**src/rtl/ps2_pkg.sv**
```systemverilog
// Shared PS/2 definitions: transmitter state encoding, host command bytes and
// the parity rule used on the wire.
package ps2_pkg;

  typedef enum logic [2:0] {
    IDLE,
    INHIBIT,
    START,
    SHIFT,
    ACK,
    WAIT_IDLE,
    ERROR
  } state_t;

  localparam logic [7:0] CMD_RESET    = 8'hFF;
  localparam logic [7:0] CMD_SET_LEDS = 8'hED;
  localparam logic [7:0] CMD_ENABLE   = 8'hF4;
  localparam logic [7:0] ACK_BYTE     = 8'hFA;

  // PS/2 frames carry odd parity over the eight data bits.
  function automatic logic odd_parity(input logic [7:0] data);
    return ~^data;
  endfunction

endpackage

```
**src/rtl/ps2_host_tx_sync.sv**
```systemverilog
// Two-flop synchroniser for the raw PS/2 clock and data pins, with a
// falling-edge strobe on the synchronised clock. The receiver can reuse it.
module ps2_sync (
  input  logic clk,
  input  logic reset_n,
  input  logic i_ps2clk,
  input  logic i_ps2dat,
  output logic o_clk_sync,
  output logic o_dat_sync,
  output logic o_clk_fall
);

  logic [1:0] r_clk_meta;
  logic [1:0] r_dat_meta;
  logic       r_clk_prev;

  // Idle PS/2 lines float high, so the chain resets to 1 and no false edge
  // appears when reset is released.
  always_ff @(posedge clk or negedge reset_n) begin
    if (!reset_n) begin
      r_clk_meta <= 2'b11;
      r_dat_meta <= 2'b11;
      r_clk_prev <= 1'b1;
    end else begin
      // NOTE: non-blocking assignments make every flop sample the pre-edge
      // value, so the chain really is two stages deep, not one.
      r_clk_meta <= {r_clk_meta[0], i_ps2clk};
      r_dat_meta <= {r_dat_meta[0], i_ps2dat};
      r_clk_prev <= r_clk_meta[1];
    end
  end

  assign o_clk_sync = r_clk_meta[1];
  assign o_dat_sync = r_dat_meta[1];
  assign o_clk_fall = r_clk_prev & ~r_clk_meta[1];

endmodule

```
**src/rtl/ps2_host_tx.sv**
```systemverilog
// PS/2 host-to-device transmitter: inhibit, start bit, 8 data bits LSB first,
// odd parity, stop, then device ack. All outputs come straight from flops.
module ps2_host_tx
  import ps2_pkg::*;
#(
  parameter int INHIBIT_CYCLES = 2500,
  parameter int TIMEOUT_CYCLES = 375000
) (
  input  logic       clk,
  input  logic       reset_n,
  input  logic       ps2clk,
  input  logic       ps2dat,
  input  logic [7:0] tx_data,
  input  logic       tx_valid,
  output logic       tx_ready,
  output logic       ps2clk_oe,
  output logic       ps2dat_oe,
  output logic       tx_done,
  output logic       tx_error,
  output logic       busy
);

  localparam int INH_W = $clog2(INHIBIT_CYCLES) + 1;
  localparam int TO_W  = $clog2(TIMEOUT_CYCLES) + 1;

  logic w_clk_s, w_dat_s, w_clk_fall;

  ps2_sync u_sync (
    .clk        (clk),
    .reset_n    (reset_n),
    .i_ps2clk   (ps2clk),
    .i_ps2dat   (ps2dat),
    .o_clk_sync (w_clk_s),
    .o_dat_sync (w_dat_s),
    .o_clk_fall (w_clk_fall)
  );

  state_t             r_state, w_state_nxt;
  logic [INH_W-1:0]   r_inh_cnt;
  logic [TO_W-1:0]    r_to_cnt;
  logic [3:0]         r_bit_cnt;
  logic [9:0]         r_shift;
  logic r_ready, r_clk_oe, r_dat_oe, r_done, r_error, r_busy;
  logic w_timeout, w_inh_last, w_present;
  logic w_ready_d, w_clk_oe_d, w_dat_oe_d, w_done_d, w_error_d, w_busy_d;

  // Expiry fires one cycle early so ERROR is entered exactly TIMEOUT_CYCLES
  // cycles after the clock line is released.
  assign w_timeout  = (r_to_cnt >= TO_W'(TIMEOUT_CYCLES - 1));
  assign w_inh_last = (r_inh_cnt == INH_W'(INHIBIT_CYCLES - 1));
  assign w_present  = w_clk_fall && !w_timeout &&
                      ((r_state == START) || (r_state == SHIFT));

  always_ff @(posedge clk or negedge reset_n) begin
    if (!reset_n) r_state <= IDLE;
    else          r_state <= w_state_nxt;
  end

  always_comb begin
    // NOTE: a default before the case keeps this purely combinational; any
    // path that leaves w_state_nxt unassigned would infer a latch.
    w_state_nxt = r_state;
    unique case (r_state)
      IDLE:      if (tx_valid) w_state_nxt = INHIBIT;
      INHIBIT:   if (w_inh_last) w_state_nxt = START;
      START:     if (w_timeout) w_state_nxt = ERROR;
                 else if (w_clk_fall) w_state_nxt = SHIFT;
      SHIFT:     if (w_timeout) w_state_nxt = ERROR;
                 else if (w_clk_fall && r_bit_cnt == 4'd9) w_state_nxt = ACK;
      ACK:       if (w_timeout) w_state_nxt = ERROR;
                 else if (w_clk_fall) w_state_nxt = w_dat_s ? ERROR : WAIT_IDLE;
      WAIT_IDLE: if (w_timeout) w_state_nxt = ERROR;
                 else if (w_clk_s && w_dat_s) w_state_nxt = IDLE;
      ERROR:     w_state_nxt = IDLE;
      default:   w_state_nxt = IDLE;
    endcase
  end

  // Output values for the coming cycle, decoded from the next state and
  // registered below so nothing on the pins depends combinationally on inputs.
  always_comb begin
    w_ready_d  = (w_state_nxt == IDLE);
    w_busy_d   = (w_state_nxt != IDLE);
    w_clk_oe_d = (w_state_nxt == INHIBIT);
    w_done_d   = (r_state == WAIT_IDLE) && (w_state_nxt == IDLE);
    w_error_d  = (w_state_nxt == ERROR);
    w_dat_oe_d = 1'b0;
    unique case (w_state_nxt)
      INHIBIT:    w_dat_oe_d = (r_state == INHIBIT) &&
                               (r_inh_cnt == INH_W'(INHIBIT_CYCLES - 2));
      START:      w_dat_oe_d = 1'b1;
      SHIFT, ACK: w_dat_oe_d = w_present ? ~r_shift[0] : r_dat_oe;
      default:    w_dat_oe_d = 1'b0;
    endcase
  end

  always_ff @(posedge clk or negedge reset_n) begin
    if (!reset_n) begin
      r_inh_cnt <= '0;
      r_to_cnt  <= '0;
      r_bit_cnt <= '0;
      r_shift   <= '0;
      r_ready   <= 1'b1;
      r_clk_oe  <= 1'b0;
      r_dat_oe  <= 1'b0;
      r_done    <= 1'b0;
      r_error   <= 1'b0;
      r_busy    <= 1'b0;
    end else begin
      r_ready  <= w_ready_d;
      r_clk_oe <= w_clk_oe_d;
      r_dat_oe <= w_dat_oe_d;
      r_done   <= w_done_d;
      r_error  <= w_error_d;
      r_busy   <= w_busy_d;
      unique case (r_state)
        IDLE: begin
          r_inh_cnt <= '0;
          r_to_cnt  <= '0;
          r_bit_cnt <= '0;
          if (tx_valid) r_shift <= {1'b1, odd_parity(tx_data), tx_data};
        end
        INHIBIT: begin
          r_inh_cnt <= r_inh_cnt + INH_W'(1);
          r_to_cnt  <= '0;
        end
        default: begin
          if (r_to_cnt != TO_W'(TIMEOUT_CYCLES)) r_to_cnt <= r_to_cnt + TO_W'(1);
          if (w_present) begin
            r_shift   <= {1'b0, r_shift[9:1]};
            r_bit_cnt <= r_bit_cnt + 4'd1;
          end
        end
      endcase
    end
  end

  assign tx_ready  = r_ready;
  assign ps2clk_oe = r_clk_oe;
  assign ps2dat_oe = r_dat_oe;
  assign tx_done   = r_done;
  assign tx_error  = r_error;
  assign busy      = r_busy;

endmodule

```
**config.mk**
```make
export PLATFORM = sky130hd
export DESIGN_NAME = ps2_host_tx
export DESIGN_NICKNAME = d
export VERILOG_FILES = /design/src/rtl/ps2_pkg.sv /design/src/rtl/ps2_host_tx_sync.sv /design/src/rtl/ps2_host_tx.sv
export SDC_FILE = /design/constraint.sdc
export NUM_CORES = 1
export LEC_CHECK = 0
export ABC_AREA = 1
export BUFFER_PORTS_ARGS = -buffer_cell sky130_fd_sc_hd__buf_4
export CORE_ASPECT_RATIO = 1.75
export CORE_MARGIN = 1.5
export CORE_UTILIZATION = 28
export CTS_BUF_LIST = sky130_fd_sc_hd__clkbuf_4 sky130_fd_sc_hd__clkbuf_8
export DETAILED_ROUTE_END_ITERATION = 8
export PLACE_DENSITY = 0.51
export SLEW_MARGIN = 20
export SYNTH_ARGS = -nofsm -noshare
export SYNTH_HDL_FRONTEND = slang
export SYNTH_SLANG_ARGS = --single-unit
export TNS_END_PERCENT = 30
```
**constraint.sdc**
```tcl
create_clock -name clk -period 2.7 [get_ports clk]
set_input_delay 0.405 -clock clk [delete_from_list [all_inputs] [get_ports clk]]
set_output_delay 0.405 -clock clk [all_outputs]
set_load 0.005 [all_outputs]
```
After elaboration in Yosys (flattened, before gate mapping)
Cells that the tools add are included.
Cells by class
  $add $sub $neg: 3
  magnitude comparators: 1
  equal/unequal tests: 16
  muxes and demuxes: 22
  bitwise gates (word level): 4
  reductions and logical operators: 19
Operator list (number)
  $mux W20: 2
  $mux W3: 10
  $eq A13 B12 Y1 const B: 2
  $pmux W13 S2: 1
  $add A20 B1 Y20 const B: 1
  $ge A20 B19 Y1 const B: 1
  $mux W10: 2
  $ne A20 B19 Y1 const B: 1
  $pmux W10 S2: 1
  $pmux W3 S6: 1
  $add A13 B1 Y13 const B: 1
  $eq A3 B2 Y1 const B: 4
  $eq A3 B3 Y1 const B: 4
  $pmux W4 S2: 1
  $reduce_xnor A8 Y1: 1
  $eq A3 B1 Y1 const B: 2
  $logic_and A1 B1 Y1: 6
  $logic_not A3 Y1: 2
  $reduce_bool A2 Y1: 3
  $add A4 B1 Y4 const B: 1
  $eq A4 B4 Y1 const B: 1
  $mux W4: 1
  $ne A2 B2 Y1 const B: 2
  $reduce_or A2 Y1: 2
  10 further kinds: 12
Word-level totals
  register bits: 61
  input port bits: 13
  output and inout port bits: 6

Logic depth before layout (Yosys ltp)
Gate-level depths: netlist (run 1).
  depth after elaboration: 9
  depth in mapped cells: 15
  depth with buffers taken out: 15

Cells and area by module
Synthesis (run 1) repeated with hierarchy kept, for this count alone.
Second synthesis, totals
  cell total of the unflattened synthesis: 405
  area total of the unflattened synthesis: 3239.4 um^2
Modules (own cells, without submodules)
  ps2_host_tx: instances 1, cells an instance 398, area an instance 3098.0 um^2
  ps2_sync: instances 1, cells an instance 7, area an instance 141.4 um^2

Worst setup path before layout (run 1)
Ideal clock, no wire load.
  path kind: flip-flop to flip-flop
  from: reg r_to_cnt[0]
  to: reg r_shift[8]
  setup time: 76 ps
  arrival: 1785 ps
  data required time: 2624 ps
  setup slack: 839 ps
  stages on the path, launching flop included: 12
  buffers on the path: 1
  clock period less this slack: 1861 ps
  path through: dfrtp_1 -> ha_1 -> nand2_1 -> nand2_1 -> nand3_2 -> nand3_4 -> nor3_4 -> nor2_2 -> a211oi_4 -> buf_6 -> nand2_1 -> o21ai_1
On the way
  word-level cells in the longest chain between the ends: 6
RTL lines
  start, declared: RTL line ps2_host_tx.sv:40  | logic [TO_W-1:0] r_to_cnt;
  start signal, assigned: RTL line ps2_host_tx.sv:128  | if (r_to_cnt != TO_W'(TIMEOUT_CYCLES)) r_to_cnt <= r_to_cnt + TO_W'(1);
  $ge A20 B19 Y1: RTL line ps2_host_tx.sv:49  | assign w_timeout = (r_to_cnt >= TO_W'(TIMEOUT_CYCLES - 1));
  $logic_not A1 Y1: RTL line ps2_host_tx.sv:51  | assign w_present = w_clk_fall && !w_timeout &&
  $logic_and A1 B1 Y1 (2 in series): RTL line ps2_host_tx.sv:51
  $reduce_bool A2 Y1 (no source line)
  $reduce_and A3 Y1 (no source line)
  end signal, assigned: RTL line ps2_host_tx.sv:121  | if (tx_valid) r_shift <= {1'b1, odd_parity(tx_data), tx_data};
  end signal, assigned: RTL line ps2_host_tx.sv:130  | r_shift <= {1'b0, r_shift[9:1]};
  end, declared: RTL line ps2_host_tx.sv:42  | logic [9:0] r_shift;
Every way passes these cells.
A chain may end at the register's enable or synchronous reset.

Worst setup path after layout (run 1)
  from: reg r_to_cnt[0]
  to: reg r_to_cnt[18]
On the way
  word-level cells in the longest chain between the ends: 3
  elaborated cells between the ends (all ways): 5
RTL lines
  $add A20 B1 Y20: RTL line ps2_host_tx.sv:128
  $mux W20: RTL line ps2_host_tx.sv:128
  $mux W20: RTL line ps2_host_tx.sv:116  | unique case (r_state)
Parallel ways exist; a longest one is shown, timed or not. The select of a mux whose other input is x is not followed.

==> results.ini, run 1 <==
[layout]
num_antenna_cells=0
fillers=1195
final-seq-area_mm2=0.001534
fin_cells=591
area.growth.synth_to_final_pct=16.75
drive_gt1_share_pct=14.25
final_area_mm2=0.003837
multiInputGateArea_mm2=0.001445
final_nets=470

[timing]
drv_slew=0
fmax_mhz=482.0
fin_skew_ps=9.621
max-slew-margin-rel_pct=47.28
finalCriticalPeriod_ps=2075
setup_viol=0
worstMarginPinSlew_ps=790.8
min_period_over_period_pct=76.84
fin_tns_setup_ps=0
finalHoldViolations=0
grt_setup_unrepaired=no

[floorplan]
start_util_pct=28.54
fp.dieW_um=84.90
dieArea_mm2=0.01242
io_pins=19
fp.dieH_um=146.3
core_mm2=0.01152
fp-row-count=52

[status]
status=finished, violations left
violations=design-rule violations

[power_and_ir_drop]
p_leak_nw=1.702
pwr-share-clk_pct=51.4
switchingPower_mw=0.4031
pwr-share-comb_pct=2.9
vdd_drop_max_mv=0.2369
internal-power_mw=1.617
switching_share_pct=19.95
p_per_area_mw_per_mm2=526.5
pwr-share-seq_pct=45.6

[worst_setup_path]
required_ps=2940
max_stage_delay_ps=390
crit_path_frequent_cell=nor2_1
critical_path_class=register to register
critPathBufInv=1
cp-start-kind=register
crit_path_max_fanout=5
critPathCaptureType=register
crit_family=simple AND/OR/NAND/NOR gates
critPathSlowestCell=dfrtp_1
cp.arrival_ps=2310
cp_cell_sequence=ha_1 > nand2_1 > nor2_1 > nand2_1 > nor2_1 > inv_1 > nor2_1 > nand2_1 > nor2_1 > nand4_1 > o21ai_0 > a21oi_1

[detailed_routing]
vias_per_cell=4.731
firstDrtPassIters=6
wl_per_cell_um=12.19
num_vias=2796
initialDrtViolationCount=94
drc=2
ant_nets=0
wirelength_mm=7.206

[synthesis]
syn_nets=444
synthTopCellsByArea=dfrtp_1 42%, nand2_1 8.8%, inv_1 7.1%, nor2_1 6.9%, dfstp_2 4.8%
yosys.cell_types.count=36
netlist_instances=425
synth_ff_type=dfrtp_1
syn_avg_cell_area_um2=7.734
syn_area_mm2=0.003287
synth.largest_area_cell=dfrtp_1
ys_ff_latch=61
ys_warn_count=0
synth.top_cell.area_share_pct=41.87
synth_async_sr_flop_share_pct=100.0
synth_edf_count=0
yosysSeqAreaShare_pct=46.67

[global_routing]
grt_pass1_vias=2878
grt_pass1_wl_mm=12.70
grt_max_degree=62
overflow=0
track_usage_pct=13.07
antenna_found_initial=0

[placement]
dpl.hpwl_mm=5.344
placedCellCount=575
gp_congestion=0.7990
place_area_mm2=0.003583
portBuffers=18

[clock_tree]
cts_tree=done
cts_buffer_depth=2
ctsResizeCount=0
root_buffer=clkbuf_8
path_clk_slew_ps=70
cts.sinks=61
ctsHoldBuffers=0
cts_setup_buffers=0
numCtsBuffers=9
insertion_delay_ps=350
htreeDepth=3

[worst_hold_path]
hold_path.class=primary input to async pin

[run]
maxCapViolCount=0

[cells in the final DEF, fill, tap and decap left out, types with 7 or more instances in the layout]
cell type	netlist	layout
dfrtp_1	55	55
nor2_1	60	60
clkbuf_8	0	11
o21ai_0	28	28
xnor2_1	7	7
o21ai_1	11	11
nand4_1	10	10
nand3_1	21	21
a21oi_1	19	19
nand2_1	77	77
nor3_1	17	17
inv_2	11	11
buf_4	0	21
inv_1	62	62
[flip-flops by register name, summed over array words and instances (netlist names)]
name and flops:
u_sync.r_clk_meta 2, tx_ready 1, r_bit_cnt 4, u_sync.r_dat_meta 2, tx_done 1, r_to_cnt 20
r_inh_cnt 13, ps2clk_oe 1, busy 1, r_state 3, u_sync.r_clk_prev 1, r_shift 10
tx_error 1, ps2dat_oe 1
[path summary, 6_finish.rpt]
kind	start	to	slack, ps	depth (start not counted)
setup / recovery	r_to_cnt[0]$_DFFE_PN0P_	r_to_cnt[18]$_DFFE_PN0P_	630	12
min in group clk	ps2clk	u_sync.r_clk_meta[0]$_DFF_PN1_	150	1
hold / removal	reset_n	busy$_DFF_PN0_	130	1
setup reg to reg	r_to_cnt[0]$_DFFE_PN0P_	r_to_cnt[18]$_DFFE_PN0P_	630	12
hold reg to reg	u_sync.r_clk_meta[0]$_DFF_PN1_	u_sync.r_clk_meta[1]$_DFF_PN1_	360	0
max in group asynchronous	reset_n	r_inh_cnt[7]$_DFFE_PN0N_	2030	1
[area by class of cell]
class	instances	share of cell area (%)
flip-flops and latches	61	39.97
multi-input cells	284	37.66
inverters	74	7.238
well taps	135	4.402
clock buffers	12	4.141
repair buffers	21	4.108
clock inverters	4	2.478
[layer usage]
layer	share of wire (%)	global-route usage, %	vias up
met2	56	24.04	36
met5	0	0	-
li1	-	-	1406
met1	38	12.82	1334
met4	3.4	8.115	0
met3	2.9	3.166	20
[metrics by stage]
stage / setup WS [ps] / total power, mW / hold slack [ps] / utilization [%]
6_report: 625.3 / 2.020 / 134.0 / 33.32
5_1_grt: 267.9 / 2.095 / 132.1 / 33.32
4_1_cts: 603.0 / 2.053 / 129.2 / 33.32
3_5_place_dp: 636.2 / 0.9998 / 349.3 / 31.12
3_3_place_gp: 658.3 / 0.9997 / 345.9 / 31.12
2_1_floorplan: 838.9 / 0.9611 / 109.4 / -
[power groups by stage]
stage | logic, mW | clock network (mW) | registers (mW)
final | 0.0588 | 1.04 | 0.922
after global routing | 0.0665 | 1.11 | 0.922
after CTS | 0.0611 | 1.07 | 0.922
after detailed placement | 0.0606 | 0 | 0.939
after global placement | 0.0607 | 0 | 0.939
after floorplan | 0.0222 | 0 | 0.939
[cell usage after synthesis, types with 2 or more instances]
cell type and number:
o21ai_1 11, dfstp_2 6, xor2_1 6, nor2_1 60, clkbuf_1 5, nand2_1 77
nor4_1 2, nand3_2 2, a21oi_1 19, o21ai_0 28, ha_1 6, nor2_2 3
xnor2_1 7, inv_2 11, nor3_1 17, inv_1 62, dfrtp_1 55, nand3_1 21
nand4_1 10
[cell families after synthesis]
kind of cell / after synthesis / share of synthesized area (%)
buffers and inverters: 80 / 9.364
adder cells (fa/ha/maj): 6 / 2.284
AND/OR/NAND/NOR: 200 / 27.48
XOR/XNOR: 13 / 3.464
flip-flops: 61 / 46.67
AO/OA/AOI/OAI: 65 / 10.74
Note: power is estimated with default switching activity, not from simulation.
==> run 2, diff against run 1 <==
--- a/config.mk
+++ b/config.mk
@@ -12,7 +12,7 @@
 export CORE_UTILIZATION = 28
 export CTS_BUF_LIST = sky130_fd_sc_hd__clkbuf_4 sky130_fd_sc_hd__clkbuf_8
 export DETAILED_ROUTE_END_ITERATION = 8
-export PLACE_DENSITY = 0.51
+export PLACE_DENSITY = 0.52
 export SLEW_MARGIN = 20
 export SYNTH_ARGS = -nofsm -noshare
 export SYNTH_HDL_FRONTEND = slang
==> constraint.sdc (replaced) <==
create_clock -name clk -period 1.9 [get_ports clk]
set_input_delay 0.285 -clock clk [delete_from_list [all_inputs] [get_ports clk]]
set_output_delay 0.285 -clock clk [all_outputs]
set_load 0.005 [all_outputs]
==> run 2 against run 1 <==
Effect of this change:
- critical path type unchanged
- routed wire length rose by 17%
- sequential power rose by 42%
- highest routed layer unchanged
- setup slack got worse by 690 ps
- non-clock buffer count rose by 70
- clock power rose by 27%
- the run ends with negative setup slack left
- register-to-register slack got worse by 690 ps
- fmax rose by 5.6%
==> results.ini, run 2 (same netlist as run 1, synthesis figures left out) <==
[layout]
largest_registers=r_to_cnt: 20 flops, r_inh_cnt: 13 flops, r_shift: 10 flops
fin_cells=661  ; +12%
regMostFlops=r_to_cnt
final_nets=540  ; +15%
num_antenna_cells=0  ; unchanged
fillers=1179  ; -1.3%
layout_commonest_cell=buf_4
drive_gt1_share_pct=30.80  ; +17 points
largest_register_ffs=20  ; unchanged
final_cell_mix=83 x buf_4, 70 x nand2_1, 61 x inv_1
area.growth.synth_to_final_pct=37.91

[detailed_routing]
firstDrtPassIters=4  ; -2
wirelength_mm=8.441  ; +17%
ant_nets=0  ; unchanged
num_vias=3018  ; +7.9%
initialDrtViolationCount=75  ; -20%
wl_per_cell_um=12.77  ; +4.7%
vias_per_cell=4.566  ; -3.5%
drc=0  ; -2

[placement]
portBuffers=18  ; unchanged
placedCellCount=630  ; +9.6%
gp_congestion=0.8713  ; +9.0%
dpl.hpwl_mm=6.040  ; +13%

[worst_setup_path]
endpoint=r_shift[8]$_DFFE_PN0P_
cp.arrival_ps=2200  ; -110 ps
cp-startpoint=r_to_cnt[0]$_DFFE_PN0P_
required_ps=2140  ; -800 ps
critPathSlowestCell=dfrtp_1
critPathCaptureType=register
r2r_end=r_shift[8]$_DFFE_PN0P_
critPathBufInv=3  ; +2
cp-start-kind=register
max_stage_delay_ps=390  ; about the same
regToRegSetupSlack_ps=-60  ; -690 ps
reg2reg_from=r_to_cnt[0]$_DFFE_PN0P_
cp_cell_sequence=ha_2 > nand2_2 > nand2_2 > nand3_2 > nand3_4 > buf_6 > nor3_4 > nor2_4 > a211oi_4 > buf_6 > clkbuf_16 > o21ai_1
crit_path_max_fanout=9  ; +4
reg2reg_depth=12  ; unchanged
critical_path_class=register to register
crit_cells=12  ; unchanged
crit_family=simple AND/OR/NAND/NOR gates

[worst_hold_path]
hold_path.class=primary input to register
hold_depth=1

[power_and_ir_drop]
vdd_drop_max_mv=0.3881  ; +64%
p_per_area_mw_per_mm2=600.8  ; +14%
p_leak_nw=2.065  ; +21%

[timing]
fmax_mhz=508.9  ; +5.6%
hold-worst-slack_ps=31.38  ; -102.6 ps
setup_ws_ps=-64.92  ; -690.2 ps
max-slew-margin-rel_pct=69.76  ; +22 points
worstMarginPinSlew_ps=453.0  ; -337.8 ps
grt_setup_unrepaired=yes
fin_skew_ps=16.59  ; +6.964 ps
finalHoldViolations=0  ; unchanged
finalCriticalPeriod_ps=1965  ; -109.8 ps
setup_viol=11  ; +11
min_period_over_period_pct=103.4  ; +27 points
drv_slew=0  ; unchanged

[global_routing]
grt_pass1_wl_mm=13.31  ; +4.8%
grt_pass1_vias=3035  ; +5.5%
antenna_found_initial=0  ; unchanged
track_usage_pct=13.71  ; +0.64 points
grt_max_degree=37  ; -40%
overflow=0  ; unchanged

[clock_tree]
root_buffer=clkbuf_8
insertion_delay_ps=360  ; about the same
path_clk_slew_ps=80  ; about the same
cts_buffer_depth=2  ; unchanged
htreeDepth=3  ; unchanged
cts_tree=done
numCtsBuffers=9  ; unchanged
cts.sinks=61  ; unchanged

[floorplan]
io_pins=19  ; unchanged
fp-row-count=52  ; unchanged
fp.dieW_um=84.90  ; unchanged
start_util_pct=28.54  ; unchanged
fp.dieH_um=146.3  ; unchanged
core_mm2=0.01152  ; unchanged
dieArea_mm2=0.01242  ; unchanged

[status]
status=finished, violations left
violations=negative setup slack

[run]
maxCapViolCount=0  ; unchanged

==> run 2: changes by cell type in the layout (fill, tap and decap cells not counted), moves of 5 or more <==
cell / change
nor2_1: -11
nor2_4: +5
nor2_2: +6
nand2_1: -7
buf_4: +62
nand2_2: +6
==> run 2: power by group <==
part | leakage (nW) | switching [mW] | internal [mW] | total (mW)
Clock | 0.102 | 0.566 | 0.751 | 1.32
Sequential | 0.749 | 0.00267 | 1.31 | 1.31
Combinational | 1.21 | 0.0541 | 0.0423 | 0.0964
Total | 2.06 | 0.623 | 2.10 | 2.72
==> run 2: routing by layer <==
layer,part of all wire (%),GRT usage [%],vias up
met5,0,0,-
met4,2.0,7.049,0
met3,2.2,2.713,14
met2,58,26.44,31
met1,38,13.37,1429
li1,-,-,1544
==> run 2: area by class of cell <==
class	instances	area, µm²	area share (%)
Sequential cell	61	1534	33.84
Multi-Input combinational cell	284	1577	34.78
Inverter	74	277.8	6.128
Tap cell	135	168.9	3.726
Clock buffer	10	131.4	2.898
Clock inverter	6	87.58	1.932
Timing Repair Buffer	91	757.0	16.70
==> run 2: how the worst min path moves through the flow <==
stage | start | slack (ps) | end
after floorplan | reset_n | -10 | busy$_DFF_PN0_
after global placement | reset_n | 220 | busy$_DFF_PN0_
after detailed placement | reset_n | 230 | busy$_DFF_PN0_
after CTS | ps2clk | 10 | u_sync.r_clk_meta[0]$_DFF_PN1_
after global routing | ps2clk | 10 | u_sync.r_clk_meta[0]$_DFF_PN1_
final | ps2clk | 30 | u_sync.r_clk_meta[0]$_DFF_PN1_
==> run 2: per-stage QoR <==
stage          utilization, %  setup TNS [ps]  cell area [µm²]  total power [mW]  worst slack, ps
3_5_place_dp            34.92          -975.4             4021             1.430           -167.3
5_1_grt                 39.36           -2376             4533             2.813           -229.8
3_3_place_gp            34.92          -626.6             4021             1.430           -171.3
2_1_floorplan               -               0             3287             1.366            38.91
4_1_cts                 37.15          -377.1             4278             2.750           -51.37
6_report                39.36          -559.2             4533             2.724           -64.92
==> run 2: what timing repair did <==
action	4_1_cts	5_1_grt
pin swaps	1	9
setup endpoints to repair	16	21
hold buffers	1	0
gates cloned	0	2
endpoints found under the hold margin	24	0
setup buffers	0	12
gates resized for setup	9	33
==> run 3, diff against run 2 <==
--- a/config.mk
+++ b/config.mk
@@ -16,5 +16,6 @@
 export SLEW_MARGIN = 20
 export SYNTH_ARGS = -nofsm -noshare
 export SYNTH_HDL_FRONTEND = slang
+export SYNTH_HIERARCHICAL = 1
 export SYNTH_SLANG_ARGS = --single-unit
 export TNS_END_PERCENT = 30
==> run 3 against run 2 <==
Effect of this change:
- the flow still finishes with violations (negative setup slack)
- total power decreased by 1.7%
- via count decreased by 5.6%
- clock skew decreased by 9.3 ps
- design area decreased by 7.0%
- first-iteration DRC count increased by 19%
- setup slack improved by 29 ps
- critical path type unchanged
- largest power group is now sequential cells
==> results.ini, run 3 <==
[timing]
max-slew-margin-rel_pct=65.21  ; -4.6 points
setup_ws_ps=-36.07  ; +28.85 ps
drv_slew=0  ; unchanged
finalCriticalPeriod_ps=1936  ; -28.85 ps
worstMarginPinSlew_ps=517.1  ; +64.05 ps
grt_setup_unrepaired=yes
fin_skew_ps=7.252  ; -9.333 ps
setup_viol=10  ; -1
min_period_over_period_pct=101.9  ; -1.5 points
hold-worst-slack_ps=37.92  ; +6.539 ps
fin_tns_setup_ps=-262.2  ; +297.0 ps
fmax_mhz=516.5  ; +1.5%
finalHoldViolations=0  ; unchanged

[worst_setup_path]
cp_cell_sequence=ha_2 > nand2_4 > nand2_2 > nand3_2 > nand3_4 > nor3_4 > nor2_4 > a211oi_4 > buf_6 > clkbuf_16 > nand2_2 > o21ai_1
max_stage_delay_ps=410  ; +20 ps
cp.arrival_ps=2220  ; +20 ps
critPathCaptureType=register
reg2reg_from=r_to_cnt[1]$_DFFE_PN0P_
critical_path_class=register to register
cp-startpoint=r_to_cnt[1]$_DFFE_PN0P_
crit_family=simple AND/OR/NAND/NOR gates
crit_path_max_fanout=5  ; -4
required_ps=2180  ; +40 ps
critPathBufInv=2  ; -1
crit_path_frequent_cell=nand2_2
cp-start-kind=register
critPathSlowestCell=dfrtp_1
regToRegSetupSlack_ps=-40  ; +30 ps

[detailed_routing]
wirelength_mm=7.702  ; -8.8%
route.met3.wl_um=142  ; -23%
ant_nets=0  ; unchanged
met2_length_mm=4.484  ; -8.7%
drc=0  ; unchanged
initialDrtViolationCount=89  ; +19%
wl_per_cell_um=12.73  ; -0.31%
vias_per_cell=4.707  ; +3.1%
drt-met1-wl_mm=2.851  ; -10%
top_layer=met4
firstDrtPassIters=4  ; unchanged
num_vias=2848  ; -5.6%

[placement]
dp_slack_ps=-97.57  ; +69.77 ps
gp_congestion=0.8079  ; -7.3%
placedCellCount=572  ; -9.2%
place_area_mm2=0.003704  ; -7.9%
dpl.hpwl_mm=5.529  ; -8.5%
portBuffers=18  ; unchanged

[clock_tree]
cts_tree=done
numCtsBuffers=9  ; unchanged
path_clk_slew_ps=70  ; about the same
htreeDepth=3  ; unchanged
root_buffer=clkbuf_8
cts_buffer_depth=2  ; unchanged
insertion_delay_ps=350  ; about the same
cts.sinks=61  ; unchanged

[layout]
num_antenna_cells=0  ; unchanged
area.growth.synth_to_final_pct=30.09
largest_register_ffs=20  ; unchanged
final_nets=487  ; -9.8%
final_area_mm2=0.004214  ; -7.0%
layout_commonest_cell=nand2_1
fin_cells=605  ; -8.5%
final_cell_mix=66 x nand2_1, 54 x dfrtp_1, 53 x inv_1
regMostFlops=r_to_cnt
largest_registers=r_to_cnt: 20 flops, r_inh_cnt: 13 flops, r_shift: 10 flops
drive_gt1_share_pct=28.12  ; -2.7 points

[synthesis]
ys_ff_latch=61  ; unchanged
syn_area_mm2=0.003239  ; -1.4%
netlist_instances=405  ; -4.7%
syn_nets=424  ; -4.5%
post-synth-top-count-cell=nand2_1
synth.top_cell.area_share_pct=42.49  ; +0.61 points
ys_warn_count=6  ; +6
synth_common_cells=77 x nand2_1, 55 x dfrtp_1, 54 x inv_1
synth_async_sr_flop_share_pct=100.0  ; unchanged
synth.largest_area_cell=dfrtp_1
yosys.cell_types.count=38  ; +5.6%
synth_edf_count=0  ; unchanged
synthTopCellsByArea=dfrtp_1 42%, nand2_1 8.9%, inv_1 6.3%, nor2_1 5.3%, dfstp_2 4.9%
yosysSeqAreaShare_pct=47.35  ; +0.68 points
synth_ff_type=dfrtp_1
syn_avg_cell_area_um2=7.998  ; +3.4%

[floorplan]
dieArea_mm2=0.01225  ; -1.4%
fp.dieH_um=145.3  ; -0.71%
io_pins=19  ; unchanged
fp.dieW_um=84.31  ; -0.70%
fp-row-count=51  ; -1.9%
core_mm2=0.01123  ; -2.5%
start_util_pct=28.84  ; +0.30 points

[worst_hold_path]
hold_path.class=primary input to register
min_from=ps2clk

[status]
violations=negative setup slack
status=finished, violations left

[power_and_ir_drop]
p_leak_nw=1.925  ; -6.8%
p_per_area_mw_per_mm2=635.0  ; +5.7%
vdd_drop_max_mv=0.4518  ; +16%

[global_routing]
grt_max_degree=35  ; -5.4%
grt_pass1_vias=2839  ; -6.5%
track_usage_pct=12.88  ; -0.82 points
grt_pass1_wl_mm=12.54  ; -5.8%
antenna_found_initial=0  ; unchanged
overflow=0  ; unchanged

[run]
maxCapViolCount=0  ; unchanged

run 3: cell types whose count changed in the layout (fill, tap and decap cells not counted), sizes merged, moves of 2 or more:
cell,before,now
a211oi,2,4
buf,88,55
clkbuf,12,10
clkinv,2,6
inv,73,64
nand4,10,8
nor2,64,53
nor3,18,13
o21a,1,3
o21ai,39,36
o22ai,1,3
xor2,6,8
run 3: kinds of logic (layout without fill, tap and decap cells):
logic type	count (synthesis)	after routing	synth area share, %
fa+ha+maj	6	6	2.317
xor+xnor	14	14	3.785
compound gates	69	69	12.28
flops	61	61	47.35
buf+inv	72	140	8.575
simple gates	183	183	25.69
run 3: area by class of cell:
class,count,area (µm²)
fillers,1184,7017
multi-input cells,272,1565
flip-flops and latches,61,1535
repair buffers,57,480.5
inverters,67,254.0
well taps,132,165.2
clock buffers,9,123.9
clock inverters,7,90.09
run 3: metrics by stage:
step | total power, mW | utilization (%)
6_report | 2.676 | 37.52
5_1_grt | 2.787 | 37.52
4_1_cts | 2.718 | 35.48
3_5_place_dp | 1.427 | 32.98
3_3_place_gp | 1.426 | 32.98
2_1_floorplan | 1.365 | -
run 3: path summary, 6_finish.rpt:
kind / depth (start not counted) / end
worst max-delay path: 12 / r_shift[4]$_DFFE_PN0P_
max in group asynchronous: 3 / u_sync/r_clk_prev$_DFF_PN1_
worst min register to register: 0 / u_sync/r_clk_meta[1]$_DFF_PN1_
worst max register to register: 12 / r_shift[4]$_DFFE_PN0P_
min in group asynchronous: 2 / r_shift[2]$_DFFE_PN0P_
worst min-delay path: 1 / u_sync/r_clk_meta[0]$_DFF_PN1_
run 3: per-layer routing:
layer / GRT usage [%] / up-vias
li1: - / 1431
met2: 24.44 / 32
met5: 0 / -
met3: 2.617 / 19
met1: 12.65 / 1366
met4: 6.967 / 0
run 3: repair_timing:
item                       in CTS  in global routing
setup endpoints to repair       4                 20
gates cloned                    0                  2
hold buffers                    1                  0
hold endpoints to repair       22                  0
gates resized for setup         8                 36
pin swaps                       5                 11
setup buffers                   4                 10
run 3: worst reg2reg max path: cells and delay by family, from the launching register on:
family,cells,cell delay (ps)
and+or+nand+nor,7,680
AOI/OAI and AO/OA,2,280
buffers and inverters,2,290
adders and majority gates,1,220
DFF,1,410
run 3: power breakdown:
part | switching [mW] | total, mW | leakage, nW | internal (mW)
logic | 0.0523 | 0.0963 | 1.07 | 0.0440
registers | 0.00428 | 1.31 | 0.747 | 1.31
clock network | 0.537 | 1.27 | 0.105 | 0.730
